## src/rtl/usb_read.sv

```systemverilog
// FX2 slave-FIFO reader: pulls 16-bit words from EP2 OUT into a small circular
// buffer and presents them on a valid/ready stream, counting every captured word.
module usb_read #(
    parameter int DEPTH = 8,
    parameter int CNT_W = 32
) (
    input  logic             CLKOUT,
    input  logic             rst,
    input  logic             FLAGA,
    input  logic [15:0]      FD,
    output logic             SLRD,
    output logic             SLOE,
    output logic             SLWR,
    output logic [1:0]       FIFOADR,
    output logic             IFCLK,
    output logic [15:0]      dout,
    output logic             dout_valid,
    input  logic             dout_ready,
    output logic [CNT_W-1:0] word_cnt,
    output logic [1:0]       state_dbg
);
    // Stream handshake: a word transfers on any rising edge where dout_valid and
    // dout_ready are both 1; dout is stable while dout_valid=1 and dout_ready=0.

    localparam int AW = $clog2(DEPTH);
    localparam int CW = AW + 1;
    localparam logic [CW-1:0] ROOM_MAX = CW'(DEPTH - 2);

    typedef enum logic [1:0] {
        IDLE = 2'd0,
        ARM  = 2'd1,
        READ = 2'd2
    } state_t;

    state_t        state, state_nxt;
    logic          slrd_nxt, sloe_nxt;
    logic [15:0]   mem [DEPTH];
    logic [AW-1:0] wr_ptr, rd_ptr;
    logic [CW-1:0] count;
    logic          push, pop, room;

    assign push       = ~SLRD & FLAGA;
    assign pop        = dout_valid & dout_ready;
    // Two free slots: one for this decision, one for the strobe already in flight.
    assign room       = (count <= ROOM_MAX);
    assign dout_valid = (count != '0);
    assign dout       = mem[rd_ptr];
    assign SLWR       = 1'b1;
    assign FIFOADR    = 2'b00;
    assign IFCLK      = CLKOUT;
    assign state_dbg  = state;

    always_comb begin
        state_nxt = IDLE;
        slrd_nxt  = 1'b1;
        sloe_nxt  = 1'b1;
        case (state)
            IDLE: begin
                if (FLAGA && room) begin
                    state_nxt = ARM;
                    sloe_nxt  = 1'b0;
                end
            end
            ARM: begin
                if (FLAGA && room) begin
                    state_nxt = READ;
                    sloe_nxt  = 1'b0;
                    slrd_nxt  = 1'b0;
                end
            end
            READ: begin
                if (FLAGA && room) begin
                    state_nxt = READ;
                    sloe_nxt  = 1'b0;
                    slrd_nxt  = 1'b0;
                end
            end
            default: begin
                state_nxt = IDLE;
            end
        endcase
    end

    always_ff @(posedge CLKOUT or posedge rst) begin
        if (rst) begin
            state <= IDLE;
            SLRD  <= 1'b1;
            SLOE  <= 1'b1;
        end else begin
            state <= state_nxt;
            SLRD  <= slrd_nxt;
            SLOE  <= sloe_nxt;
        end
    end

    always_ff @(posedge CLKOUT or posedge rst) begin
        if (rst) begin
            for (int i = 0; i < DEPTH; i++) begin
                mem[i] <= '0;
            end
            wr_ptr   <= '0;
            rd_ptr   <= '0;
            count    <= '0;
            word_cnt <= '0;
        end else begin
            if (push) begin
                mem[wr_ptr] <= FD;
                wr_ptr      <= wr_ptr + 1'b1;
                word_cnt    <= word_cnt + 1'b1;
            end
            if (pop) begin
                rd_ptr <= rd_ptr + 1'b1;
            end
            case ({push, pop})
                2'b10:   count <= count + 1'b1;
                2'b01:   count <= count - 1'b1;
                default: count <= count;
            endcase
        end
    end

endmodule

```

## config.mk

```make
export PLATFORM = sky130hd
export DESIGN_NAME = usb_read
export DESIGN_NICKNAME = d
export VERILOG_FILES = /design/src/rtl/usb_read.sv
export SDC_FILE = /design/constraint.sdc
export NUM_CORES = 1
export LEC_CHECK = 0
export CORE_UTILIZATION = 57
export DETAILED_ROUTE_END_ITERATION = 10
export PLACE_DENSITY = 0.78
export SETUP_SLACK_MARGIN = 0.2
export SLEW_MARGIN = 15
export SYNTH_ARGS = -nofsm -noshare
export SYNTH_HDL_FRONTEND = slang
export SYNTH_SLANG_ARGS = --single-unit
```

## constraint.sdc

```tcl
create_clock -name CLKOUT -period 8.4 [get_ports CLKOUT]
set_input_delay 1.68 -clock CLKOUT [delete_from_list [all_inputs] [get_ports CLKOUT]]
set_output_delay 1.68 -clock CLKOUT [all_outputs]
set_load 0.05 [all_outputs]
```

Word level (Yosys, flattened, before mapping)
Index checks and enable logic that the tools add are counted.
- order comparisons: 4
- muxes and demuxes: 13
- reductions and logical operators: 7
- bitwise logic cells: 5
- equality and inequality tests: 4
- $add $sub $neg: 5
- operators with widths (cell ; count):
    bitwise mux 128 bit ; 1
    binary-select mux 16 bit (select 3 bit) ; 1
    demux 16 bit (select 3 bit) ; 1
    2-to-1 mux 16 bit ; 3
    adder 32 x 1 -> 32 bit (second input constant) ; 1
    >= comparator 4 bit (second input constant) ; 2
    NOT 3 -> 4 bit ; 2
    case mux 4 bit (2 select lines) ; 1
    adder 3 x 1 -> 3 bit (second input constant) ; 2
    adder 4 x 1 -> 4 bit (second input constant) ; 1
    == test 2 x 1 -> 1 bit (second input constant) ; 2
    == test 2 bit (second input constant) ; 2
    <= comparator 4 x 3 -> 1 bit (second input constant) ; 1
    less-than comparator 4 x 1 -> 1 bit (second input constant) ; 1
    2-to-1 mux 1 bit ; 4
    case mux 2 bit (2 select lines) ; 1
    nonzero test 4 bit ; 1
    subtractor 4 x 1 -> 4 bit (second input constant) ; 1
    OR reduction 3 bit ; 1
    bitwise AND 1 bit ; 2
    logical AND 1 bit ; 2
    logical NOT 2 bit ; 1
    2-to-1 mux 2 bit ; 1
    nonzero test 2 bit ; 1
    other kinds (2) ; 2
- register bits: 174
- word-level logic and storage cells: 53

Longest topological paths before layout
- depth in word-level cells: 6
- gate-level depth with buffers: 9

==> results by group <==
Power and ir drop
  • Pleak: 0.00449 uW
  • PwrDens: 316 mW/mm^2
  • Worst vdd ir: 0.169 mV
  • P_int: approximately 2000 uW
  • Net Sw Frac: 32.4%
  • Clk network pwr share: 29.5%
  • Comb power frac: between 20% and 30%
  • Part of the power in registers: ~41%
  • Psw: 975 uW
  • Tot Pwr: about 3000 uW

Floorplan
  • # IOs: 77
  • Die W: 121 um
  • Initial Utilization: about 58%
  • Core area: 0.0138 mm^2
  • FP Rows: 43
  • Die area: 0.0146 mm^2
  • Die height: 121 um

Hold path
  • Hold_sp: word_cnt[31]$_DFFE_PP0P_
  • HP Class: reg -> reg
  • Hold depth: 1
  • Hold Path Sink: word_cnt[31]$_DFFE_PP0P_

Worst setup path
  • Reg2Reg Setup Slack: 5.83 ns
  • Worst reg2reg path endpoint: count[3]$_DFFE_PP0P_
  • Nature of the critical path startpoint: clock port
  • Worst reg2reg startpoint: count[0]$_DFFE_PP0P_
  • Worst EP required: about 6.7 ns
  • Crit path max fanout: 2
  • Worst Setup End Kind: output pin
  • Data arrival time of the critical path: 5.14 ns
  • R2R cell count: 9
  • WS Path Type: clk -> out

Synth
  • Cell taking the most area after synthesis: dfrtp_1
  • Top post-synthesis cells by area: dfrtp_1 (53%), mux2_2 (18%), mux4_2 (8.9%)
  • Warnings, synthesis: 0
  • Post-synthesis xor/xnor area fraction: 4.13%
  • FF+latch count, synth: 174
  • Sequential area share after synthesis: 54.1%
  • Mapped Area: between 0.008 and 0.009 mm^2
  • Compound-Gate Fraction of Synth Area: less than 1%
  • Synth Flop Type: dfrtp_1
  • Simple-Gate Fraction of Synth Area: 7.34%
  • Count leader, synth: dfrtp_1
  • Ys async rst share: 100%
  • Mapped Cells: 543
  • Post-synthesis adder-cell area fraction: 1.65%
  • Synth top cells by count: dfrtp_1 (172), mux2_2 (131), mux4_2 (32), xnor2_1 (29), nand2_1 (21)
  • Largest family of logic cells by synthesized area: multiplexers
  • Syn Area/Cell: 14.8 um^2
  • Yosys top cell area share: 53.4%
  • Synth unique cells: 46
  • Post-synth EDFFs: 0
  • Mux contribution to synthesized area: 29.5%

Layout
  • Final Instance Area: 0.00952 mm^2
  • Area growth syn-to-layout: 18.2%
  • Nets: 641
  • Diodes inserted: 0
  • Layout fillers: 932
  • Layout cells sized above 1: 34.6%

Detailed routing
  • DR vias: about 4700
  • Routed WL: 15700 um
  • 1st-pass router iterations: 4
  • Drt drc: 0
  • Vias per cell: roughly 5.8
  • Antenna viol nets, final: 0
  • DR WL/cell: 19.6 um
  • Initial DRC count: 284

Placement
  • IO buf count: 73
  • Gpl congestion: 0.759
  • Post-DP HPWL: slightly below 10000 um
  • Post-DP Area: 0.00886 mm^2

Timing
  • RSZ-0062 raised after global routing: no
  • Final TNS setup: 0 ns
  • Final hold vios: 0
  • Setup violators final: 0
  • Fin. max-slew vios: 0
  • Final Skew: 0.00751 ns
  • Worst-Margin Slew: 1.15 ns
  • Relative slew slack: 23.0%

Clocking
  • TritonCTS clock tree: done
  • Cts repair resizes: 0
  • Latest clock arrival within the worst-skew pair: 0.54 ns
  • Hold Buf Count CTS: 0
  • CTS clk-pin slew, worst paths: approximately 0.060 ns
  • Post-CTS Setup Inserts: 0

GRT
  • Largest net degree at the start of global routing: 90
  • Vias in the first global route: slightly below 5000
  • All-Layer GR Usage: 24.2%
  • First-pass GRT wire length: around 26000 um
  • Grt ovf: 0
  • Initial antenna violation count: 0

Run
  • Total of max-cap violations: 0

Run status
  • Outcome: finished, final reports clean
## layout make-up
type | count | area, um^2 | area share (%)
flip-flops and latches | 174 | 4360 | 45.8
multi-input cells | 326 | 3470 | 36.4
repair buffers | 74 | 739 | 7.76
inverters | 14 | 60.1 | 0.631
clock inverters | 11 | 144 | 1.51
clock buffers | 23 | 528 | 5.54
well taps | 180 | 225 | 2.36
## registers in the layout, summed over array words and instances (netlist names)
name and cells:
mem 128, word_cnt 32, SLRD 1, SLOE 1
state_dbg 2, count 4, rd_ptr 3, wr_ptr 3
## critical path, stage by stage
cell	delay (ns)
clkbuf_16	0.12
clkbuf_16	0.13
clkdlybuf4s50_1	0.69
## routing by layer
| metal | share of wire (%) | global-route usage (%) | vias to the layer above |
|---|---|---|---|
| li1 | - | - | 2092 |
| met1 | 45 | 33.0 | 2463 |
| met2 | 49 | 36.9 | 87 |
| met3 | 4.0 | 5.73 | 25 |
| met4 | 2.1 | 11.6 | 0 |
| met5 | 0 | 0 | - |
## cells by family after synthesis
family,after synthesis
mux,179
flops,174
other cells,2
simple gates,92
buf+inv,44
compound gates,4
fa+ha+maj,10
xor+xnor,38
## stage by stage
step	cells	hold slack (ns)	worst slack (ns)	utilization, %
final	802	0.468	1.58	68.9
after global routing	802	0.492	1.58	68.9
after CTS	802	0.474	1.57	68.9
after detailed placement	769	0.465	1.85	64.1
after global placement	769	0.459	1.85	64.1
after floorplan	544	0.453	2.01	-
## power groups by stage
| stage | sequential, uW | combinational [uW] | clock (uW) |
|---|---|---|---|
| 2_1_floorplan | 1170 | 734 | 25.7 |
| 3_3_place_gp | 1240 | 859 | 27.5 |
| 3_5_place_dp | 1260 | 884 | 27.5 |
| 4_1_cts | 1240 | 889 | 901 |
| 5_1_grt | 1280 | 945 | 933 |
| 6_report | 1240 | 879 | 887 |
## cells in the final DEF, fill, tap and decap left out, drive strengths merged, types with 2 or more instances in the layout
master | netlist | final
and4 | 5 | 5
inv | 14 | 14
and2 | 2 | 2
and3b | 2 | 2
xor2 | 9 | 9
and3 | 4 | 4
mux2 | 145 | 145
conb | 2 | 3
nor2 | 11 | 11
clkinv | 0 | 7
clkbuf | 8 | 22
nand2 | 23 | 23
mux4 | 32 | 32
nor4 | 2 | 2
nor3b | 2 | 2
dfrtp | 172 | 172
mux2i | 2 | 2
bufinv | 0 | 3
nand4 | 12 | 12
buf | 22 | 2
nand3 | 13 | 13
nor3 | 8 | 8
xnor2 | 29 | 29
nand3b | 3 | 3
clkdlybuf4s50 | 0 | 73
dfstp | 2 | 2
ha | 9 | 9
## worst max-delay path by stage
stage	from	endpoint	slack [ns]	cells past startpoint
2_1_floorplan	rst	count[0]$_DFFE_PP0P_	2.01	1
3_3_place_gp	CLKOUT	IFCLK	1.85	1
3_5_place_dp	CLKOUT	IFCLK	1.85	1
4_1_cts	CLKOUT	IFCLK	1.57	3
5_1_grt	CLKOUT	IFCLK	1.58	3
6_report	CLKOUT	IFCLK	1.58	3
Note: power is estimated with default switching activity, not from simulation.
